## config.mk

```make
export PLATFORM = sky130hd
export DESIGN_NAME = fetch_stall_stage_flat
export DESIGN_NICKNAME = d
export VERILOG_FILES = /design/src/rtl/fetch_stall_stage_if.sv /design/src/rtl/fetch_stall_stage.sv /design/src/flat_wrapper.sv
export SDC_FILE = /design/constraint.sdc
export NUM_CORES = 1
export LEC_CHECK = 0
export CORE_MARGIN = 3
export CORE_UTILIZATION = 40
export DETAILED_ROUTE_END_ITERATION = 16
export HOLD_SLACK_MARGIN = 0.02
export PLACE_DENSITY = 0.71
export SYNTH_ARGS = -nofsm -noshare
export SYNTH_HDL_FRONTEND = slang
export SYNTH_SLANG_ARGS = --single-unit
```

## constraint.sdc

```tcl
create_clock -name clk -period 8.6 [get_ports clk]
set_clock_uncertainty 0.15 [all_clocks]
set_input_delay 1.72 -clock clk [delete_from_list [all_inputs] [get_ports clk]]
set_output_delay 1.72 -clock clk [all_outputs]
set_load 0.05 [all_outputs]
```

## src/rtl/fetch_stall_stage_if.sv

```systemverilog
// ---------------------------------------------------------------------------
// fetch_stall_stage_if
// Instruction-memory handshake between the fetch stage and instruction memory.
// Only one request is ever outstanding at a time.
//   req   : fetch request; held high until the response strobe arrives
//   addr  : fetch address
//   valid : one-cycle response strobe
//   data  : returned instruction, valid with 'valid'
// master = fetch stage, slave = instruction memory.
// ---------------------------------------------------------------------------
interface fetch_stall_stage_if #(
  parameter int addrWidth = 32
);
  logic                 req;
  logic [addrWidth-1:0] addr;
  logic                 valid;
  logic [31:0]          data;

  modport master (output req, output addr, input valid, input data);
  modport slave  (input req, input addr, output valid, output data);
endinterface

```

## src/rtl/fetch_stall_stage.sv

```systemverilog
// ---------------------------------------------------------------------------
// fetch_stall_stage
// PC register and IF/ID pipeline register of the 5-stage core. Honours the
// hazard unit's pcWrite/ifidWrite, takes EX-stage branch redirects, drives a
// single-outstanding instruction-memory request and parks a returned
// instruction in a hold buffer while the pipeline is stalled. A saturating
// counter records stall cycles for performance monitoring.
//
// Ports
//   clk, reset           : clock, asynchronous active-high reset
//   pcWrite, ifidWrite   : hazard unit; 0 holds PC / IF/ID
//   selectMux            : hazard unit; 0 requests an ID/EX control bubble
//   branchTaken/Target   : EX-stage redirect (target bits [1:0] ignored)
//   imem                 : instruction-memory handshake (master side)
//   pc                   : current fetch PC (also drives imem.addr)
//   ifidPc/Instr/Valid   : IF/ID register contents
//   idexBubble           : registered ID/EX bubble request
//   stallCount           : saturating stall-cycle count
// ---------------------------------------------------------------------------
module fetch_stall_stage #(
  parameter int                   addrWidth = 32,
  parameter logic [addrWidth-1:0] resetPc   = 32'h0000_0000,
  parameter int                   cntWidth  = 16
) (
  input  logic                   clk,
  input  logic                   reset,
  input  logic                   pcWrite,
  input  logic                   ifidWrite,
  input  logic                   selectMux,
  input  logic                   branchTaken,
  input  logic [addrWidth-1:0]   branchTarget,
  fetch_stall_stage_if.master    imem,
  output logic [addrWidth-1:0]   pc,
  output logic [addrWidth-1:0]   ifidPc,
  output logic [31:0]            ifidInstr,
  output logic                   ifidValid,
  output logic                   idexBubble,
  output logic [cntWidth-1:0]    stallCount
);

  localparam logic [31:0] nopInstr = 32'h0000_0013;

  typedef enum logic [1:0] {
    IDLE  = 2'd0,
    REQ   = 2'd1,
    HOLD  = 2'd2,
    DRAIN = 2'd3
  } stateT;

  stateT                state;
  logic [addrWidth-1:0] holdPc;
  logic [31:0]          holdInstr;

  logic                 stall;
  logic [addrWidth-1:0] pcPlus4;
  logic [addrWidth-1:0] alignedTarget;

  assign stall         = ~pcWrite | ~ifidWrite;
  assign pcPlus4       = pc + addrWidth'(32'd4);
  assign alignedTarget = branchTarget & ~(addrWidth'(32'd3));
  assign imem.addr     = pc;

  // Fetch FSM with PC, IF/ID, hold buffer, bubble and stall counter registers.
  always_ff @(posedge clk or posedge reset) begin
    if (reset) begin
      state      <= IDLE;
      imem.req   <= 1'b0;
      pc         <= resetPc;
      ifidPc     <= {addrWidth{1'b0}};
      ifidInstr  <= nopInstr;
      ifidValid  <= 1'b0;
      holdPc     <= {addrWidth{1'b0}};
      holdInstr  <= 32'h0000_0000;
      idexBubble <= 1'b0;
      stallCount <= {cntWidth{1'b0}};
    end else begin
      idexBubble <= ~selectMux | branchTaken;

      // A redirecting cycle is not counted even if the hazard unit stalls.
      if (stall && !branchTaken && (stallCount != {cntWidth{1'b1}})) begin
        stallCount <= stallCount + cntWidth'(1'b1);
      end

      // Redirect wins over stall in every state; leaving HOLD discards the buffer.
      if (branchTaken) begin
        pc        <= alignedTarget;
        ifidPc    <= {addrWidth{1'b0}};
        ifidInstr <= nopInstr;
        ifidValid <= 1'b0;
      end

      case (state)
        IDLE: begin
          // imem.valid is deliberately not looked at: a late response from a
          // request cut short by reset must not be taken.
          state    <= REQ;
          imem.req <= 1'b1;
        end

        REQ: begin
          if (branchTaken) begin
            if (imem.valid) begin
              state    <= REQ;
              imem.req <= 1'b1;
            end else begin
              // Response still owed by memory; swallow it in DRAIN.
              state    <= DRAIN;
              imem.req <= 1'b0;
            end
          end else if (imem.valid) begin
            if (!stall) begin
              ifidPc    <= pc;
              ifidInstr <= imem.data;
              ifidValid <= 1'b1;
              pc        <= pcPlus4;
            end else begin
              holdPc    <= pc;
              holdInstr <= imem.data;
              state     <= HOLD;
              imem.req  <= 1'b0;
            end
          end else if (!stall) begin
            ifidPc    <= pc;
            ifidInstr <= nopInstr;
            ifidValid <= 1'b0;
          end
        end

        HOLD: begin
          if (branchTaken) begin
            state    <= REQ;
            imem.req <= 1'b1;
          end else if (!stall) begin
            ifidPc    <= holdPc;
            ifidInstr <= holdInstr;
            ifidValid <= 1'b1;
            pc        <= pcPlus4;
            state     <= REQ;
            imem.req  <= 1'b1;
          end
        end

        DRAIN: begin
          // The owed response ends DRAIN even when a new redirect lands in the
          // same cycle; otherwise the stage would wait for a strobe that never
          // comes.
          if (imem.valid) begin
            state    <= REQ;
            imem.req <= 1'b1;
          end
        end

        default: begin
          state    <= IDLE;
          imem.req <= 1'b0;
        end
      endcase
    end
  end

endmodule

```

## src/flat_wrapper.sv

```systemverilog
// flat-port wrapper written by rule: the top's interface ports become plain ports
module fetch_stall_stage_flat 
#(
  parameter int                   addrWidth = 32,
  parameter logic [addrWidth-1:0] resetPc   = 32'h0000_0000,
  parameter int                   cntWidth  = 16
)
  (clk, reset, pcWrite, ifidWrite, selectMux, branchTaken, branchTarget, pc, ifidPc, ifidInstr, ifidValid, idexBubble, stallCount, imem_req, imem_addr, imem_valid, imem_data);
  fetch_stall_stage_if #(.addrWidth(addrWidth)) imem_i ();
  input  logic clk;
  input  logic reset;
  input  logic pcWrite;
  input  logic ifidWrite;
  input  logic selectMux;
  input  logic branchTaken;
  input  logic [addrWidth-1:0] branchTarget;
  output logic [addrWidth-1:0] pc;
  output logic [addrWidth-1:0] ifidPc;
  output logic [31:0] ifidInstr;
  output logic ifidValid;
  output logic idexBubble;
  output logic [cntWidth-1:0] stallCount;
  output wire logic [$bits(imem_i.req)-1:0] imem_req;
  output wire logic [$bits(imem_i.addr)-1:0] imem_addr;
  input wire logic [$bits(imem_i.valid)-1:0] imem_valid;
  input wire logic [$bits(imem_i.data)-1:0] imem_data;
  assign imem_req = imem_i.req;
  assign imem_addr = imem_i.addr;
  assign imem_i.valid = imem_valid;
  assign imem_i.data = imem_data;
  fetch_stall_stage #(.addrWidth(addrWidth), .resetPc(resetPc), .cntWidth(cntWidth)) u_core (.clk(clk), .reset(reset), .pcWrite(pcWrite), .ifidWrite(ifidWrite), .selectMux(selectMux), .branchTaken(branchTaken), .branchTarget(branchTarget), .imem(imem_i), .pc(pc), .ifidPc(ifidPc), .ifidInstr(ifidInstr), .ifidValid(ifidValid), .idexBubble(idexBubble), .stallCount(stallCount));
endmodule
```

==> results of run 1 <==
## synthesized netlist by cell type, types with 4 or more instances
cell      instances
a21oi_1          20
a22oi_1          65
a31oi_1           7
and3_1           11
buf_2            26
buf_4            32
clkbuf_1         29
dfrtp_1         178
ha_1              5
inv_1             8
mux2_2           66
mux2i_1           5
nand2_1         103
nand3_1          28
nand4_1          17
nor2_1           35
nor2b_1           4
nor3_1           11
nor4_1            6
o211ai_1         10
o21ai_0          90
o221ai_1          4
o22ai_1           4
o311ai_0          8
or3_1             4
xnor2_1          10
xor2_1            8
## flip-flops by register name, summed over array words and instances (netlist names)
| name | flops |
|---|---|
| u_core.ifidInstr | 32 |
| u_core.ifidPc | 32 |
| u_core.stallCount | 16 |
| u_core.imem.addr | 32 |
| u_core.state | 2 |
| u_core.holdInstr | 32 |
| u_core.idexBubble | 1 |
| u_core.imem.req | 1 |
| u_core.holdPc | 32 |
| u_core.ifidValid | 1 |
## stage by stage
step | hold WS (ns) | setup WS [ns]
3_3_place_gp | 0.310 | 3.66
2_1_floorplan | 0.325 | 1.82
4_1_cts | 0.336 | 4.06
5_1_grt | 0.358 | 3.92
3_5_place_dp | 0.319 | 3.60
6_report | 0.329 | 4.09
## power groups by stage
stage | registers [mW] | clock network, mW | logic [mW]
floorplan | 1.71 | 0 | 0.910
finish | 1.40 | 0.774 | 1.74
CTS | 1.40 | 0.795 | 1.75
global placement | 1.40 | 0 | 1.73
detailed placement | 1.41 | 0 | 1.75
global route | 1.45 | 0.831 | 1.84
## critical path, stage by stage
cell and delay, ns:
clkdlybuf4s50_1 0.40, buf_4 0.27, nor2b_4 0.84, and3_4 0.94, mux2_2 0.42
## metal layers
layer,share of wire,track usage,vias to the layer above
li1,-,-,3309
met1,0.45,0.288,3518
met2,0.46,0.309,264
met3,0.073,0.0569,30
met4,0.014,0.0526,4
met5,0.00096,0,-
## layout make-up
type | instances | area (sq um)
timing repair buffer | 226 | 2230
multi-input combinational | 556 | 3610
inverter | 8 | 37.5
sequential | 181 | 4530
antenna | 1 | 2.50
tap | 275 | 344
clock inverter | 15 | 156
fill | 1895 | 9810
clock buffer | 17 | 425
## worst max-delay path by stage
stage,start,endpoint,depth (start not counted)
CTS,branchTaken,u_core.holdInstr[22]$_DFFE_PP0P_,5
global placement,branchTaken,u_core.holdInstr[12]$_DFFE_PP0P_,5
detailed placement,branchTaken,u_core.holdInstr[19]$_DFFE_PP0P_,5
global route,branchTaken,u_core.holdInstr[5]$_DFFE_PP0P_,5
finish,branchTaken,u_core.holdInstr[2]$_DFFE_PP0P_,5
floorplan,reset,u_core.holdInstr[0]$_DFFE_PP0P_,1
## cell families (layout without fill, tap and decap cells)
group	after synthesis	after routing	synth area share
simple gates	239	239	0.135
compound gates	223	223	0.163
flops	181	181	0.525
buf+inv	98	266	0.0602
mux	71	71	0.0918
xor+xnor	18	18	0.0182
fa+ha+maj	5	5	0.00724
other cells	0	1	0
==> flow_summary.json, run 1 <==
{
  "mostFrequentLayoutCell": "clkdlybuf4s50_1",
  "comb_power_share": 0.445,
  "ys_types": 54,
  "relSlewSlack": 0.160,
  "dpl.cell_count": 1246,
  "ys_seq_elements": 181,
  "rr_startpoint": "u_core.state[1]$_DFFE_PP0P_",
  "grt_pass1_wl_um": 38600,
  "clkTransAtPathRegs_ns": 0.07,
  "syn2layout_area_growth_pct": 31.3,
  "gp_congestion": 0.836,
  "ys.flop_type": "dfrtp_1",
  "die_w_um": 153,
  "tns_ns": 0,
  "cts_inserted_buffers": 17,
  "clock_latency_ns": 0.43,
  "irDropWorstVdd_mv": 0.200,
  "place_hpwl_um": 15600,
  "drtIter0Drc": 442,
  "die_y_um": 153,
  "endpoint_kind": "flop",
  "synth_nets": 911,
  "route.detailed.drc": 0,
  "fp.coreArea_sq_um": 21200,
  "post-route-min-period_ns": 4.51,
  "yosys.area.top_type_share": 0.515,
  "io_pins": 218,
  "rows": 53,
  "hold_class": "flop to flop",
  "synth_warnings": 0,
  "rsz0062_at_grt": "false",
  "grt_pass1_vias": 6947,
  "period_share": 0.524,
  "finalSetupViolations": 0,
  "post_cts_buffers": 0,
  "maxCapViolCount": 0,
  "viasPerCell": 5.57,
  "routed_wl_um": 24000,
  "h-tree-depth": 4,
  "drive_gt1_frac": 0.123,
  "start_util": 0.409,
  "dieArea_sq_um": 23400,
  "crit_fanout": 64,
  "power_mw": 3.91,
  "wl_per_cell_um": 18.7,
  "reg2reg_slack_ns": 5.07,
  "required_ns": 8.76,
  "drt.antenna.violating_nets": 0,
  "grt_antenna_before_repair": 3,
  "status": "finished clean",
  "synth_cells": 835,
  "fin_cells": 1279,
  "synthesis.area_sq_um": 8640,
  "grt_usage": 0.203,
  "crit_type": "input pin to flop",
  "slew_violations": 0,
  "power.density_nw_per_um2": 345,
  "grt-ovfl-total": 0,
  "layout_common_cells": "clkdlybuf4s50_1 (215), dfrtp_1 (178), nand2_1 (103), o21ai_0 (90), mux2_2 (66)",
  "worstHoldStart": "u_core.ifidPc[13]$_DFF_PP0_",
  "clock.fmax_ghz": 0.222,
  "switchingPower_mw": 1.81,
  "cts_buffer_depth": 2,
  "min_to": "u_core.ifidPc[13]$_DFF_PP0_",
  "grt_start_max_net_pins": 116,
  "postSynth.asyncResetShare": 1.00,
  "swShare": 0.462,
  "internal_power_mw": 2.10,
  "hold_depth": 2,
  "hold_viol_final": 0,
  "fin_util": 0.536,
  "final_cell_area_sq_um": 11300,
  "cts_hold_buf": 0,
  "drtPass1Iterations": 5,
  "final_nets": 1066,
  "port_buffers": 215,
  "clock-sinks": 181,
  "ys_seq_area_frac": 0.525,
  "synth_top_area_cell": "dfrtp_1",
  "post_cts_resized": 0,
  "power_frac_seq": 0.357,
  "cts_root_buf": "clkbuf_16",
  "vias": 7125,
  "r2r-end": "u_core.holdInstr[2]$_DFFE_PP0P_",
  "critPathLaunchType": "input pin",
  "synth-edff-count": 0,
  "placed_cell_area_sq_um": 10800,
  "synth_area_leaders": "dfrtp_1 (52%), mux2_2 (8.6%), a22oi_1 (5.6%), o21ai_0 (5.2%), nand2_1 (4.5%)",
  "syn_area_per_cell_sq_um": 10.3,
  "worst_pin_slew_ns": 1.25,
  "p_leak_nw": 4.54,
  "cts_tree": "yes",
  "worstRegToRegCells": 5,
  "cp_data_arrival_time_ns": 4.67,
  "p_clk_frac": 0.198
}
(Power assumes the default switching activity.)
==> inputs of run 2 (changes only) <==
Settings changed: PLACE_DENSITY 0.71 to 0.74.
Clock period 8.6 ns to 3.7 ns, I/O delays scaled along.
==> run 2 against run 1 <==
  * Utilization up 0.72 points
  * Final area up 1.3%
  * Routed wire length down 1.8%
  * Die area unchanged
  * Clock power up 130%
  * Cell count up 1.3%
  * Combinational power up 130%
  * Register-to-register slack worse by 4.0 ns
  * Via count up 0.13%
  * Sequential share of layout area down 0.53 points
  * Global-route usage down 0.48 points
  * Critical endpoint is now pc[2]
  * Largest cell class unchanged
==> flow_summary.json, run 2 (synthesis gave the netlist of run 1 again) <==
{
  "fp.coreArea_sq_um": 21200,
  "cts_inserted_buffers": 17,
  "pre_cts_ws_ns": 0.539,
  "p_leak_nw": 4.63,
  "final_nets": 1082,
  "grt-ovfl-total": 0,
  "syn2layout_area_growth_pct": 33.1,
  "gp_congestion": 0.835,
  "slew_violations": 0,
  "die_w_um": 153,
  "drtPass1Iterations": 5,
  "dpl.cell_count": 1262,
  "grtUsageMet1": 0.265,
  "fin_util": 0.544,
  "layout_common_cells": "clkdlybuf4s50_1 (215), dfrtp_1 (178), nand2_1 (103), o21ai_0 (90), mux2_2 (66)",
  "clkTransAtPathRegs_ns": 0.07,
  "status": "finished clean",
  "finalSetupViolations": 0,
  "grt_pass1_wl_um": 37700,
  "relSlewSlack": 0.557,
  "cp_num_buf_inv": 1,
  "cp_data_arrival_time_ns": 1.92,
  "grt-busiest-layer": "met2",
  "power.density_nw_per_um2": 795,
  "cts_hold_buf": 0,
  "critPathLaunchType": "flop",
  "grt_start_max_net_pins": 82,
  "cts_buffer_depth": 2,
  "clock.fmax_ghz": 0.356,
  "post_cts_buffers": 0,
  "vias": 7134,
  "start_util": 0.409,
  "period_share": 0.759,
  "route.detailed.drc": 0,
  "maxCapViolCount": 0,
  "die_y_um": 153,
  "cts_root_buf": "clkbuf_16",
  "clock_latency_ns": 0.43,
  "use_met3": 0.0614,
  "cp_slowest_cell": "clkdlybuf4s50_1",
  "fin_cells": 1295,
  "crit_type": "flop to primary output",
  "place_hpwl_um": 16000,
  "irDropWorstVdd_mv": 0.429,
  "drt.antenna.violating_nets": 0,
  "worst_pin_slew_ns": 0.660,
  "grt_pass1_vias": 6888,
  "routed_wl_um": 23500,
  "drive_gt1_frac": 0.136,
  "cts_tree": "yes",
  "post-route-min-period_ns": 2.81,
  "port_buffers": 215,
  "endpoint_kind": "primary output",
  "h-tree-depth": 4,
  "use_met2": 0.315,
  "mostFrequentLayoutCell": "clkdlybuf4s50_1",
  "clock-sinks": 181,
  "drtIter0Drc": 538,
  "regArea_sq_um": 4530,
  "io_pins": 218,
  "post_cts_resized": 0,
  "fill_cells": 1823,
  "rsz0062_at_grt": "false",
  "crit_fanout": 10,
  "rows": 53,
  "max_stage_delay_ns": 0.89,
  "grt_antenna_before_repair": 2,
  "wl_per_cell_um": 18.2,
  "hold_viol_final": 0,
  "worstPathCellList": "clkdlybuf4s50_1",
  "setup_ws_ns": 0.891,
  "tns_ns": 0,
  "viasPerCell": 5.51,
  "power_mw": 9.14,
  "hold_class": "flop to flop",
  "multi_input_area_sq_um": 3600,
  "dieArea_sq_um": 23400,
  "required_ns": 2.81,
  "cp_top_family": "buffers and inverters",
  "grt_usage": 0.198
}
==> run 2: cell count changes in the layout (fill, tap and decap cells not counted), sizes merged <==
cell / change
bufinv: +1
clkinvlp: +1
buf: +16
inv: -2
==> run 2: cell type report <==
cell class,instances,area share
inverter,8,0.00294
timing repair buffer,242,0.208
multi-input combinational,556,0.313
tap,275,0.0299
clock inverter,15,0.0143
clock buffer,17,0.0370
sequential,181,0.394
antenna,1,0.000218
==> run 2: tightest hold or removal path, cell delays in order (launching register included) <==
cell and delay, ns:
dfrtp_1 0.34, nand2_1 0.05, o21ai_0 0.06
==> run 2: through the flow <==
step / hold slack [ns] / cell area, sq um
floorplan: 0.325 / 8650
global placement: 0.312 / 10900
detailed placement: 0.319 / 10900
CTS: 0.335 / 11500
global route: 0.348 / 11500
finish: 0.327 / 11500
==> run 2: worst paths after layout <==
check / start / endpoint / slack, ns / cells past startpoint
setup / recovery: u_core.imem.addr[2]$_DFF_PP0_ / pc[2] / 0.89 / 1
hold / removal: u_core.ifidPc[5]$_DFF_PP0_ / u_core.ifidPc[5]$_DFF_PP0_ / 0.33 / 2
setup reg to reg: u_core.state[1]$_DFFE_PP0P_ / u_core.imem.addr[29]$_DFF_PP0_ / 1.05 / 7
hold reg to reg: u_core.ifidPc[5]$_DFF_PP0_ / u_core.ifidPc[5]$_DFF_PP0_ / 0.33 / 2
max in group asynchronous: reset / u_core.ifidInstr[1]$_DFF_PP1_ / 2.03 / 3
min in group asynchronous: reset / u_core.holdPc[5]$_DFFE_PP0P_ / 0.55 / 2
==> run 2: where the power goes <==
| group | internal (mW) | switching (mW) | leakage [nW] |
|---|---|---|---|
| Sequential | 2.58 | 0.675 | 2.36 |
| Combinational | 1.45 | 2.63 | 1.99 |
| Clock | 0.961 | 0.847 | 0.285 |
| Total | 4.99 | 4.15 | 4.63 |
==> run 2: layer usage <==
metal / part of all wire / wire length, um
met2: 0.47 / 11100
met3: 0.080 / 1880
met1: 0.43 / 10200
met4: 0.014 / 324
met5: 0.0012 / 29
